## src/rtl/fetch_if_id.sv

```systemverilog
// Instruction-fetch stage: next-PC selection plus the IF/ID pipeline register.
// Optional perf counters (BubbleCount/StallCount) are enabled by FETCH_PERF_CNT_EN.
module fetch_if_id #(
  parameter logic [31:0] ADDR_LIMIT = 32'd36,
  parameter logic [31:0] NOP_WORD   = 32'h0000_0000
) (
  input  logic        Clk,
  input  logic        Reset,
  input  logic [31:0] PC,
  input  logic [31:0] Instruction,
  input  logic        Stall,
  input  logic        Flush,
  input  logic        BranchTaken,
  input  logic [31:0] BranchTarget,
  input  logic        Jump,
  input  logic [31:0] JumpTarget,
  output logic [31:0] NextAddress,
  output logic [31:0] IF_ID_Instruction,
  output logic [31:0] IF_ID_PC4,
  output logic        IF_ID_Valid,
`ifdef FETCH_PERF_CNT_EN
  output logic [15:0] BubbleCount,
  output logic [15:0] StallCount,
`endif
  output logic        Squash
);

  localparam logic [1:0] S_INIT   = 2'd0;
  localparam logic [1:0] S_RUN    = 2'd1;
  localparam logic [1:0] S_STALL  = 2'd2;
  localparam logic [1:0] S_SQUASH = 2'd3;

  logic [1:0]  state_q, state_d;
  logic [31:0] instr_q, instr_d;
  logic [31:0] pc4_q, pc4_d;
  logic        valid_q, valid_d;
  logic        squash_q, squash_d;
  logic [31:0] pc_plus4;
  logic [31:0] addr_sel;
  logic        redirect;
  logic        bubble_load;
  logic        stall_hold;

  assign pc_plus4 = PC + 32'd4;
  assign redirect = Jump | BranchTaken;

  always_comb begin
    // NOTE: every always_comb output gets a default first so no path can infer a latch.
    addr_sel = pc_plus4;
    if (state_q == S_INIT)  addr_sel = 32'd0;
    else if (Jump)          addr_sel = JumpTarget;
    else if (BranchTaken)   addr_sel = BranchTarget;
    else if (Stall)         addr_sel = PC;
    NextAddress = (addr_sel > ADDR_LIMIT) ? 32'd0 : addr_sel;
  end

  always_comb begin
    state_d     = S_RUN;
    instr_d     = instr_q;
    pc4_d       = pc4_q;
    valid_d     = valid_q;
    squash_d    = 1'b0;
    bubble_load = 1'b0;
    stall_hold  = 1'b0;
    if (state_q == S_INIT) begin
      // Single bubble covering the PC register's post-reset hold cycle.
      instr_d = NOP_WORD;
      valid_d = 1'b0;
    end else if (redirect) begin
      instr_d     = NOP_WORD;
      valid_d     = 1'b0;
      squash_d    = 1'b1;
      state_d     = S_SQUASH;
      bubble_load = 1'b1;
    end else if (Flush) begin
      instr_d     = NOP_WORD;
      valid_d     = 1'b0;
      bubble_load = 1'b1;
    end else if (Stall) begin
      squash_d   = squash_q;
      state_d    = S_STALL;
      stall_hold = 1'b1;
    end else begin
      instr_d = Instruction;
      pc4_d   = pc_plus4;
      valid_d = 1'b1;
    end
  end

  // NOTE: sequential state uses non-blocking assignments so all registers update together.
  always_ff @(posedge Clk) begin
    if (Reset) begin
      state_q  <= S_INIT;
      instr_q  <= NOP_WORD;
      pc4_q    <= 32'd0;
      valid_q  <= 1'b0;
      squash_q <= 1'b0;
    end else begin
      state_q  <= state_d;
      instr_q  <= instr_d;
      pc4_q    <= pc4_d;
      valid_q  <= valid_d;
      squash_q <= squash_d;
    end
  end

  assign IF_ID_Instruction = instr_q;
  assign IF_ID_PC4         = pc4_q;
  assign IF_ID_Valid       = valid_q;
  assign Squash            = squash_q;

`ifdef FETCH_PERF_CNT_EN
  logic [15:0] bubble_cnt_q, stall_cnt_q;

  always_ff @(posedge Clk) begin
    if (Reset) begin
      bubble_cnt_q <= 16'd0;
      stall_cnt_q  <= 16'd0;
    end else begin
      if (bubble_load && bubble_cnt_q != 16'hFFFF) bubble_cnt_q <= bubble_cnt_q + 16'd1;
      if (stall_hold && stall_cnt_q != 16'hFFFF)   stall_cnt_q  <= stall_cnt_q + 16'd1;
    end
  end

  assign BubbleCount = bubble_cnt_q;
  assign StallCount  = stall_cnt_q;
`else
  logic unused_perf;
  assign unused_perf = bubble_load ^ stall_hold;
`endif

endmodule

```

## config.mk

```make
export PLATFORM = sky130hd
export DESIGN_NAME = fetch_if_id
export DESIGN_NICKNAME = d
export VERILOG_FILES = /design/src/rtl/fetch_if_id.sv
export SDC_FILE = /design/constraint.sdc
export NUM_CORES = 1
export LEC_CHECK = 0
export ABC_AREA = 1
export CORE_AREA = 5 5 132 134
export CTS_BUF_LIST = sky130_fd_sc_hd__clkbuf_8 sky130_fd_sc_hd__clkbuf_16
export DETAILED_ROUTE_END_ITERATION = 12
export DIE_AREA = 0 0 137 139
export GPL_TIMING_DRIVEN = 1
export PLACE_DENSITY_LB_ADDON = 0.15
export REMOVE_ABC_BUFFERS = 1
export SETUP_SLACK_MARGIN = 0.5
export SLEW_MARGIN = 20
export SYNTH_ARGS = -nofsm -noshare
export SYNTH_HDL_FRONTEND = slang
export SYNTH_SLANG_ARGS = --single-unit
export TNS_END_PERCENT = 10
```

## constraint.sdc

```tcl
create_clock -name Clk -period 2.1 [get_ports Clk]
set_clock_uncertainty 0.1 [all_clocks]
set_input_delay 0.42 -clock Clk [delete_from_list [all_inputs] [get_ports Clk]]
set_output_delay 0.42 -clock Clk [all_outputs]
set_load 0.02 [all_outputs]
```

# After elaboration in Yosys (flattened, before gate mapping)
# Cells that the tools add are included.
dict set report classes {
  mul 0
  n_shift 0
  n_bitwise 5
  n_addsub 1
  mux 12
  n_eq_ne 1
  div 0
  n_reduce_logical 4
  n_lt_le_gt_ge 1
}
# cell n
set ops {}
lappend ops {{$mux 32} 5}
lappend ops {{$add 32x3->32 const B} 1}
lappend ops {{$gt 32x6->1 const B} 1}
lappend ops {{$mux 2} 3}
lappend ops {{$mux 1} 4}
lappend ops {{$not 1->1} 4}
lappend ops {{$reduce_and 4->1} 1}
lappend ops {{$reduce_or 4->1} 1}
lappend ops {{$ne 3x1->1 const B} 1}
lappend ops {{$logic_not 2->1} 1}
lappend ops {{$reduce_or 2->1} 1}
lappend ops {{$or 1x1->1} 1}
dict set report totals {
  n_memories 0
  regBits 68
  rom_bits 0
  mem_bits_rw 0
  latchBits 0
  wordCells 30
  out_inout_bits 98
  input_bits 134
}

# Longest topological paths before layout
# Gate-level depths: netlist of run 1.
dict set report logic_depth {
  depth_word 7
  mapped_depth 17
  mapped_depth_nobuf 16
}

# Least setup slack after synthesis of run 1
# Ideal clock, no wire load.
dict set report synth_path {
  path_kind {input to output}
  start {input port PC[2]}
  end {output port NextAddress[0]}
  path_stages 15
  slack_ps -390
  path_buffers 0
  arrival_ps 1970
  required_ps 1580
  path_cell_list {ha_1 -> nand2_2 -> nor2_4 -> nand2_2 -> inv_2 -> nand3_1 -> nand3_1 -> nand2_1 -> nand2_1 -> nand2_1 -> nor2_1 -> nand3_1 -> nor2_1 -> nand2_2 -> nor2_1}
}
dict set report synth_between {
  elab_chain_len 7
}
# element line
set synth_rtl {}
lappend synth_rtl {{from (decl)} 9} ;# input logic [31:0] PC,
lappend synth_rtl {{$add 32x3->32} 44} ;# assign pc_plus4 = PC + 32'd4;
lappend synth_rtl {{$mux 32 *} 53} ;# else if (Stall) addr_sel = PC;
lappend synth_rtl {{$mux 32 *} 52} ;# else if (BranchTaken) addr_sel = BranchTarget;
lappend synth_rtl {{$mux 32 *} 51} ;# else if (Jump) addr_sel = JumpTarget;
lappend synth_rtl {{$mux 32 *} 50} ;# if (state_q == S_INIT) addr_sel = 32'd0;
lappend synth_rtl {{$gt 32x6->1 *} 54} ;# NextAddress = (addr_sel > ADDR_LIMIT) ? 32'd0 : addr_sel;
lappend synth_rtl {{$mux 32 *} 54}
lappend synth_rtl {{to (decl)} 17} ;# output logic [31:0] NextAddress,
# Mark *: on every way between the ends. The rest lies on a longest branch, timed or not.

# Final worst setup path of run 1
dict set report layout_path {
  start {input port JumpTarget[4]}
  end {output port NextAddress[4]}
}
dict set report layout_between {
  elab_chain_len 4
}
# element line
set layout_rtl {}
lappend layout_rtl {{from (decl)} 16} ;# input logic [31:0] JumpTarget,
lappend layout_rtl {{$mux 32 *} 51}
lappend layout_rtl {{$mux 32 *} 50}
lappend layout_rtl {{$gt 32x6->1} 54}
lappend layout_rtl {{$mux 32 *} 54}
# Marks and branches as above.

==> flow_metrics.tcl, run 1 <==
set metrics [dict create \
    hold_viol_final 0 \
    dp.cells 1303 \
    switchingPower_mw 1.23 \
    tns_ns -4.50 \
    p_int_mw 2.97 \
    ys_ff_latch 68 \
    port_buffers 205 \
    antenna_found_initial 2 \
    dr.pass1.iters 5 \
    p_per_area_mw_per_mm2 470 \
    start_util 0.292 \
    drt-wirelength-per-cell_microns 15.3 \
    endpoint_kind "output port" \
    ys_seq_area_frac 0.288 \
    gp_congestion 0.896 \
    stdcell_count 1362 \
    pwr-share-seq 0.316 \
    synth_top_cell_by_area "dfxtp_1" \
    grt_pass1_wl_microns 31800 \
    rsz0062_at_grt "yes" \
    cts_inserted_buffers 9 \
    reg2reg_to "IF_ID_PC4[30]$_SDFFE_PP0P_" \
    period_minus_slack_ns 2.79 \
    critPathMaxFanout 2 \
    drtIter0Drc 274 \
    track_usage 0.211 \
    clk_transition_reported_paths_ns 0.06 \
    synth.cell_area_sq_mm 0.00472 \
    vias_per_cell 4.60 \
    die_w_microns 137 \
    fill_cells 1628 \
    grt_max_degree 35 \
    crit_required_ns 1.58 \
    clkPwrFrac 0.394 \
    grt_pass1_vias 6318 \
    total_power_mw 4.21 \
    r2r-start "state_q[0]$_SDFF_PP0_" \
    maxCapViolCount 0 \
    syn_inst 792 \
    violations "setup timing" \
    setup_violations 7 \
    slew_violations 0 \
    ir_drop_mv 0.357 \
    design.die.area_sq_mm 0.0190 \
    core-area_sq_mm 0.0162 \
    dieHeight_microns 139 \
    fmax_mhz 359 \
    hp-class "in -> reg" \
    min_from "PC[2]" \
    ant_nets 0 \
    r2r_slack_ns 0.30 \
    ys_types 29 \
    io_pins 232 \
    cts_sinks 68 \
    power_leakage_nw 4.39 \
    min_path_cells 2 \
    worst_slack_ns -0.688 \
    ys_warn_count 0 \
    wl_microns 20900 \
    clock_latency_ns 0.34 \
    cp_data_arrival_time_ns 2.27 \
    layout-drive-gt1-share 0.314 \
    r2r_cells 9 \
    status "complete, but fails checks" \
    crit_type "in -> out" \
    synthTopCellsByArea "dfxtp_1, nand2_1, a21oi_1" \
    power_frac_comb 0.290 \
    drc 0 \
    synth_top_area_frac 0.288 \
    hpwlAfterDp_microns 15900 \
    final_nets 1270 \
    seqCellArea_sq_mm 0.00136 \
    multiInputGateArea_sq_mm 0.00327 \
    start_kind "input port" \
    num_rows 47 \
    clock_path_buffers 2 \
    synth.avg_cell_area_sq_um 5.96 \
    swShare 0.293 \
    grt-ovfl-total 0 \
    area_delta_synth_final_pct 89.5 \
    h-tree-depth 3 \
    cts_tree "built" \
    hold_path_end "IF_ID_PC4[2]$_SDFFE_PP0P_" \
    min_period_over_period 1.33 \
    vias 6264 \
    cts-root-buf "clkbuf_16" \
]
-- synth_stat cells --
cell type  instances
o211ai_1           8
nor2_2             5
conb_1             1
inv_2              3
nand2_4            1
clkinv_1           1
nor2_1            85
or2_2              1
o21ai_1            1
o221ai_1           4
nand3_1           57
nor3_1             1
o221a_2           18
dfxtp_1           68
buf_1              4
a21oi_1           66
inv_1             82
clkbuf_1          21
nand2_1          247
nand2_2            6
o21ai_0           63
buf_4             26
nor2_4             5
o21a_1             1
nand4_1            2
ha_1               1
buf_6              2
o21bai_1           1
buf_2             11
-- sequential cells by signal, indices dropped and copies added (netlist names) --
name               flops
Squash                 1
IF_ID_Instruction     32
IF_ID_PC4             32
state_q                2
IF_ID_Valid            1
-- cells in the final DEF (no fill, tap or decap), drive strengths merged, types with 8 or more instances in the layout --
| cell | synthesis | layout |
|---|---|---|
| o21ai | 64 | 64 |
| dlygate4sd2 | 0 | 69 |
| nand3 | 57 | 57 |
| nor2 | 95 | 95 |
| a21oi | 66 | 66 |
| o221a | 18 | 18 |
| clkdlybuf4s15 | 0 | 10 |
| clkdlybuf4s50 | 0 | 98 |
| inv | 85 | 87 |
| nand2 | 254 | 254 |
| buf | 43 | 191 |
| o211ai | 8 | 8 |
| clkbuf | 21 | 11 |
| dfxtp | 68 | 68 |
| conb | 1 | 26 |
-- through the flow --
step / setup slack, ns / hold slack [ns] / utilization / area [sq um]
after global placement: -1.79 / 0.344 / 0.482 / 7790
final: -0.688 / 0.162 / 0.553 / 8950
after CTS: -0.648 / 0.150 / 0.538 / 8700
after detailed placement: -1.77 / 0.352 / 0.482 / 7790
after floorplan: -1.38 / 0.389 / - / 4450
after global routing: -0.815 / 0.164 / 0.553 / 8950
-- final cells by class --
cell class | instances | area share
diodes | 2 | 0.000559
flip-flops and latches | 68 | 0.152
inverters | 86 | 0.0372
repair buffers | 371 | 0.378
clock buffers | 9 | 0.0252
multi-input cells | 599 | 0.366
well taps | 220 | 0.0308
clock inverters | 7 | 0.0102
-- worst max-delay path: stages --
cell	delay (ns)
clkdlybuf4s50_1	0.45
inv_1	0.04
nand2_1	0.06
nand2_2	0.06
nor2_2	0.09
nand2_1	0.08
buf_4	0.13
buf_4	0.12
buf_4	0.12
buf_4	0.12
buf_4	0.12
buf_4	0.12
buf_4	0.13
nor2_4	0.07
buf_6	0.12
-- power groups by stage --
stage / Combinational (mW) / Clock [mW] / Sequential [mW]
floorplan: 0.382 / 0 / 1.38
global placement: 1.04 / 0 / 1.36
detailed placement: 1.04 / 0 / 1.36
CTS: 1.16 / 1.71 / 1.33
global route: 1.32 / 1.76 / 1.33
finish: 1.22 / 1.66 / 1.33
-- layer usage --
layer | wire (microns) | vias up | GRT usage
li1 | - | 3193 | -
met1 | 8130 | 2813 | 0.239
met2 | 10100 | 225 | 0.353
met3 | 2120 | 33 | 0.0813
met4 | 503 | 0 | 0.0882
met5 | 0 | - | 0
-- worst max path at each step --
stage | startpoint | to | cells past startpoint
global placement | PC[6] | NextAddress[2] | 17
global route | PC[8] | NextAddress[3] | 18
CTS | PC[3] | NextAddress[4] | 17
finish | JumpTarget[4] | NextAddress[4] | 15
detailed placement | PC[6] | NextAddress[2] | 17
floorplan | Jump | IF_ID_PC4[30]$_SDFFE_PP0P_ | 8
-- cells by family (layout without fill, tap and decap cells) --
logic type,Yosys count,count (layout),share of synthesized area
compound gates,162,162,0.204
flops,68,68,0.288
simple gates,410,410,0.358
other cells,1,28,0.000794
buf+inv,150,473,0.146
fa+ha+maj,1,1,0.00265
-- repair_timing --
action / CTS / global route
endpoints found under the setup margin: 140 / 75
buffers inserted: 39 / 2
hold buffers: 0 / 0
gates resized for setup: 324 / 85
pin swaps: 55 / 16
(Power assumes the default switching activity.)
==> run 2: changes to the inputs <==
--- a/config.mk
+++ b/config.mk
@@ -18,4 +18,3 @@
 export SYNTH_ARGS = -nofsm -noshare
 export SYNTH_HDL_FRONTEND = slang
 export SYNTH_SLANG_ARGS = --single-unit
-export TNS_END_PERCENT = 10
==> flow_metrics.tcl, run 2 (same netlist as run 1, synthesis figures left out) <==
set metrics [dict create \
    ant_nets 0 \
    setup_violations 7 \
    cts_inserted_buffers 9 \
    slew_violations 0 \
    layout-drive-gt1-share 0.381 \
    num_rows 47 \
    hp-class "in -> reg" \
    critPathBufInv 3 \
    min_period_over_period 1.32 \
    total_power_mw 4.29 \
    die_w_microns 137 \
    vias 6458 \
    io_pins 232 \
    maxCapViolCount 0 \
    gp_congestion 0.896 \
    critPathMaxFanout 6 \
    dieHeight_microns 139 \
    start_kind "input port" \
    grt-ovfl-total 0 \
    cts-root-buf "clkbuf_16" \
    antenna_found_initial 2 \
    crit_required_ns 1.58 \
    worst_slack_ns -0.679 \
    reg2reg_to "IF_ID_PC4[15]$_SDFFE_PP0P_" \
    core-area_sq_mm 0.0162 \
    r2r-start "state_q[0]$_SDFF_PP0_" \
    clock_latency_ns 0.34 \
    fmax_mhz 360 \
    r2r_cells 10 \
    ir_drop_mv 0.340 \
    critical_path.top_delay_family "simple AND/OR/NAND/NOR gates" \
    final_common_cell "nand2_1" \
    dp.cells 1303 \
    critPathMaxStageDelay_ns 0.18 \
    final_cell_mix "nand2_1, buf_4, clkdlybuf4s50_1" \
    design.die.area_sq_mm 0.0190 \
    drt-wirelength-per-cell_microns 16.3 \
    cp_data_arrival_time_ns 2.26 \
    dr.pass1.iters 5 \
    hpwlAfterDp_microns 15900 \
    cts_tree "built" \
    violations "setup timing" \
    cts_sinks 68 \
    h-tree-depth 3 \
    vias_per_cell 4.70 \
    dp_slack_ns -1.77 \
    status "complete, but fails checks" \
    r2r_slack_ns 0.28 \
    period_minus_slack_ns 2.78 \
    wl_microns 22400 \
    port_buffers 205 \
    clock_path_buffers 2 \
    area_delta_synth_final_pct 102 \
    crit_type "in -> out" \
    hold_path_end "IF_ID_PC4[2]$_SDFFE_PP0P_" \
    path_cells "buf_8 -> ha_4 -> nand2_4 -> nor2_4 -> buf_6 -> nand3_2 -> nand3_2 -> nand3_2 -> a21oi_2 -> nand3_2 -> nor2_1 -> nand2_1 -> nor2_4 -> nand2_8 -> nor2_4 -> buf_6" \
    drtIter0Drc 342 \
    grt_pass1_vias 6314 \
    rsz0062_at_grt "yes" \
    grt_pass1_wl_microns 31800 \
    start_util 0.292 \
    final_nets 1282 \
    fill_cells 1555 \
    drc 0 \
    endpoint_kind "output port" \
    multiInputGateArea_sq_mm 0.00357 \
    min_from "PC[2]" \
    stdcell_count 1374 \
    clk_transition_reported_paths_ns 0.06 \
    power_leakage_nw 4.57 \
    cpMostUsedCell "nand3_2" \
    p_per_area_mw_per_mm2 451 \
    hold_viol_final 0 \
    track_usage 0.212 \
    grt_max_degree 35 \
    min_path_cells 2 \
    holdWs_ns 0.160 \
    seqCellArea_sq_mm 0.00136 \
    cpMaxStageDelayCell "ha_4" \
]
## run 2: cell count changes in the layout (fill, tap and decap cells not counted), moves of 7 or more
cell	before	now
o21ai_0	59	36
a21oi_2	5	42
o21ai_2	1	18
a21oi_1	61	23
buf_6	38	45
nand2_1	214	206
## run 2: per-layer routing
layer | wire length (microns) | global-route usage | vias to the layer above
met4 | 673 | 0.0882 | 0
met5 | 0 | 0 | -
met3 | 2120 | 0.0813 | 41
met2 | 10900 | 0.352 | 246
li1 | - | - | 3219
met1 | 8670 | 0.240 | 2952
## run 2: what timing repair did
item                                    in CTS  in global routing
hold buffers                                 0                  0
gates resized for setup                    323                205
endpoints found under the setup margin     140                 76
setup buffers                               39                  6
gates cloned                                 0                  8
pin swaps                                   55                 28
## run 2: how the worst max path moves through the flow
stage	start	to	cells after the start	slack [ns]
global placement	PC[6]	NextAddress[2]	17	-1.79
floorplan	Jump	IF_ID_PC4[30]$_SDFFE_PP0P_	8	-1.38
finish	PC[3]	NextAddress[2]	16	-0.68
detailed placement	PC[6]	NextAddress[2]	17	-1.77
CTS	PC[3]	NextAddress[4]	17	-0.65
global route	PC[8]	NextAddress[3]	18	-0.82
## run 2: layout make-up
| cell class | count | share of cell area |
|---|---|---|
| well taps | 220 | 0.0289 |
| repair buffers | 383 | 0.383 |
| diodes | 2 | 0.000526 |
| inverters | 86 | 0.0363 |
| flip-flops and latches | 68 | 0.143 |
| multi-input cells | 599 | 0.375 |
| clock buffers | 9 | 0.0237 |
| clock inverters | 7 | 0.00960 |
## run 2: where the power goes
group / switching [mW] / total (mW) / leakage (nW) / internal, mW
sequential: 0.0157 / 1.33 / 0.550 / 1.32
clock: 0.628 / 1.67 / 0.161 / 1.04
combinational: 0.641 / 1.29 / 3.86 / 0.653
total: 1.28 / 4.29 / 4.57 / 3.01
## run 2: worst reg2reg max path: cells and delay by family, from the launching register on
kind,cells,cell delay [ns]
AOI/OAI and AO/OA,1,0.07
buffers and inverters,5,0.70
DFF,1,0.35
and+or+nand+nor,4,0.48
## run 2: per-stage QoR
step	TNS (ns)	cell area, sq um	utilization
finish	-4.48	9520	0.588
global route	-5.29	9520	0.588
CTS	-4.39	8700	0.538
detailed placement	-41.07	7790	0.482
global placement	-39.23	7790	0.482
floorplan	-40.13	4450	-
==> run 3: changes to the inputs <==
--- a/config.mk
+++ b/config.mk
@@ -6,10 +6,10 @@
 export NUM_CORES = 1
 export LEC_CHECK = 0
 export ABC_AREA = 1
-export CORE_AREA = 5 5 132 134
+export CORE_AREA = 5 5 151 117
 export CTS_BUF_LIST = sky130_fd_sc_hd__clkbuf_8 sky130_fd_sc_hd__clkbuf_16
 export DETAILED_ROUTE_END_ITERATION = 12
-export DIE_AREA = 0 0 137 139
+export DIE_AREA = 0 0 156 122
 export GPL_TIMING_DRIVEN = 1
 export PLACE_DENSITY_LB_ADDON = 0.15
 export REMOVE_ABC_BUFFERS = 1
==> flow_metrics.tcl, run 3 (same netlist as run 1, synthesis figures left out) <==
set metrics [dict create \
    hp-class "in -> reg" \
    diodes 0 \
    num_rows 41 \
    gp_congestion 0.981 \
    endpoint_kind "output port" \
    ant_nets 0 \
    total_power_mw 4.11 \
    final_cell_mix "nand2_1, buf_4, clkdlybuf4s50_1" \
    power_frac_comb 0.308 \
    cts_inserted_buffers 9 \
    start_util 0.290 \
    clkPwrFrac 0.369 \
    hold_viol_final 0 \
    clk_transition_reported_paths_ns 0.06 \
    clock_latency_ns 0.35 \
    dieHeight_microns 122 \
    port_buffers 205 \
    crit_required_ns 1.58 \
    pwr-share-seq 0.323 \
    layout-drive-gt1-share 0.339 \
    cts-root-buf "clkbuf_16" \
    worstSetupStartpoint "Jump" \
    p_int_mw 2.86 \
    worst_slack_ns -0.738 \
    drtIter0Drc 319 \
    final_nets 1296 \
    clock_path_buffers 2 \
    rsz0062_at_grt "yes" \
    maxCapViolCount 0 \
    violations "setup timing" \
    core-area_sq_mm 0.0163 \
    ir_drop_mv 0.324 \
    cts_tree "built" \
    wl_met1_microns 10100 \
    io_pins 232 \
    cp_data_arrival_time_ns 2.32 \
    reg2reg_to "IF_ID_PC4[23]$_SDFFE_PP0P_" \
    setup_violations 8 \
    met3_wirelength_microns 1570 \
    antenna_found_initial 0 \
    drt-wirelength-per-cell_microns 15.7 \
    grt_pass1_vias 6127 \
    area_delta_synth_final_pct 98.3 \
    status "complete, but fails checks" \
    min_period_over_period 1.35 \
    r2r_cells 9 \
    final_common_cell "nand2_1" \
    slew_violations 0 \
    swShare 0.303 \
    h-tree-depth 3 \
    fmax_mhz 352 \
    start_kind "input port" \
    vias_per_cell 4.62 \
    r2r_slack_ns 0.45 \
    dr.pass1.iters 4 \
    endpoint "NextAddress[1]" \
    grt_max_degree 36 \
    r2r-start "state_q[0]$_SDFF_PP0_" \
    power_leakage_nw 4.55 \
    drc 0 \
    hpwlAfterDp_microns 15700 \
    period_minus_slack_ns 2.84 \
    grt-ovfl-total 0 \
    wl_microns 21600 \
    cts_sinks 68 \
    stdcell_count 1380 \
    track_usage 0.212 \
    wl_met2_microns 9510 \
    p_per_area_mw_per_mm2 439 \
    design.die.area_sq_mm 0.0190 \
    vias 6375 \
    switchingPower_mw 1.25 \
    crit_type "in -> out" \
    top_layer_used "met4" \
    die_w_microns 156 \
    critPathMaxFanout 6 \
    grt_pass1_wl_microns 31900 \
    fill_cells 1539 \
    dp.cells 1306 \
]
==> run 3: cell count changes in the layout (fill, tap and decap cells not counted), sizes merged, moves of 2 or more <==
cell	previous run	this run
clkdlybuf4s15	10	12
buf	197	220
dlymetal6s2s	2	0
clkbuf	17	14
clkinv	5	2
dlygate4sd2	68	60
inv	86	88
diode	2	0
==> run 3: per-stage QoR <==
stage | TNS (ns) | utilization | area (sq um) | worst slack, ns | hold slack [ns]
floorplan | -40.13 | - | 4450 | -1.38 | 0.389
global placement | -27.44 | 0.483 | 7860 | -1.75 | 0.344
detailed placement | -27.23 | 0.483 | 7860 | -1.74 | 0.349
CTS | -4.77 | 0.556 | 9040 | -0.650 | 0.296
global route | -5.90 | 0.576 | 9360 | -0.831 | 0.297
finish | -5.22 | 0.576 | 9360 | -0.738 | 0.303
==> run 3: power groups by stage <==
stage               registers [mW]  clock network (mW)  logic, mW
floorplan                     1.38                   0      0.382
global placement              1.36                   0       1.06
detailed placement            1.36                   0       1.06
CTS                           1.33                1.55       1.20
global route                  1.33                1.60       1.36
finish                        1.33                1.52       1.27
==> run 3: how the worst min path moves through the flow <==
| stage | start | endpoint | slack [ns] | cells past startpoint |
|---|---|---|---|---|
| 6_report | PC[2] | IF_ID_PC4[2]$_SDFFE_PP0P_ | 0.30 | 3 |
| 5_1_grt | PC[2] | IF_ID_PC4[2]$_SDFFE_PP0P_ | 0.30 | 3 |
| 4_1_cts | PC[2] | IF_ID_PC4[2]$_SDFFE_PP0P_ | 0.30 | 3 |
| 3_5_place_dp | IF_ID_Instruction[19]$_SDFFE_PP0N_ | IF_ID_Instruction[19]$_SDFFE_PP0N_ | 0.35 | 2 |
| 3_3_place_gp | IF_ID_Instruction[19]$_SDFFE_PP0N_ | IF_ID_Instruction[19]$_SDFFE_PP0N_ | 0.34 | 2 |
| 2_1_floorplan | Reset | IF_ID_PC4[3]$_SDFFE_PP0P_ | 0.39 | 1 |
==> run 3: worst max-delay path, cell delays in order <==
cell,delay [ns]
buf_8,0.10
buf_6,0.11
nor2_4,0.21
buf_6,0.13
buf_4,0.09
o21ai_1,0.06
inv_1,0.10
a21oi_4,0.07
a21oi_4,0.17
nand3_2,0.13
nor2_2,0.12
nand2_2,0.08
nor2_4,0.14
nand2_8,0.12
nor2_4,0.13
buf_6,0.12
==> run 3: what timing repair did <==
action / in CTS / in global routing
gates cloned: 2 / 2
setup buffers: 49 / 6
gates resized for setup: 375 / 100
endpoints found under the hold margin: 0 / 0
pin swaps: 53 / 55
hold buffers: 0 / 0
setup endpoints to repair: 138 / 52
==> run 3: metal layers <==
metal	global-route usage	vias to the layer above
met5	0	-
met4	0.0683	0
met2	0.320	198
met3	0.0579	35
met1	0.293	2891
li1	-	3251
==> run 3: final cells by class <==
| class | count | area, sq um | share of cell area |
|---|---|---|---|
| repair buffers | 397 | 3720 | 0.397 |
| multi-input cells | 599 | 3390 | 0.362 |
| flip-flops and latches | 68 | 1360 | 0.145 |
| inverters | 86 | 335 | 0.0358 |
| well taps | 215 | 269 | 0.0287 |
| clock buffers | 9 | 225 | 0.0241 |
| clock inverters | 6 | 58.8 | 0.00628 |
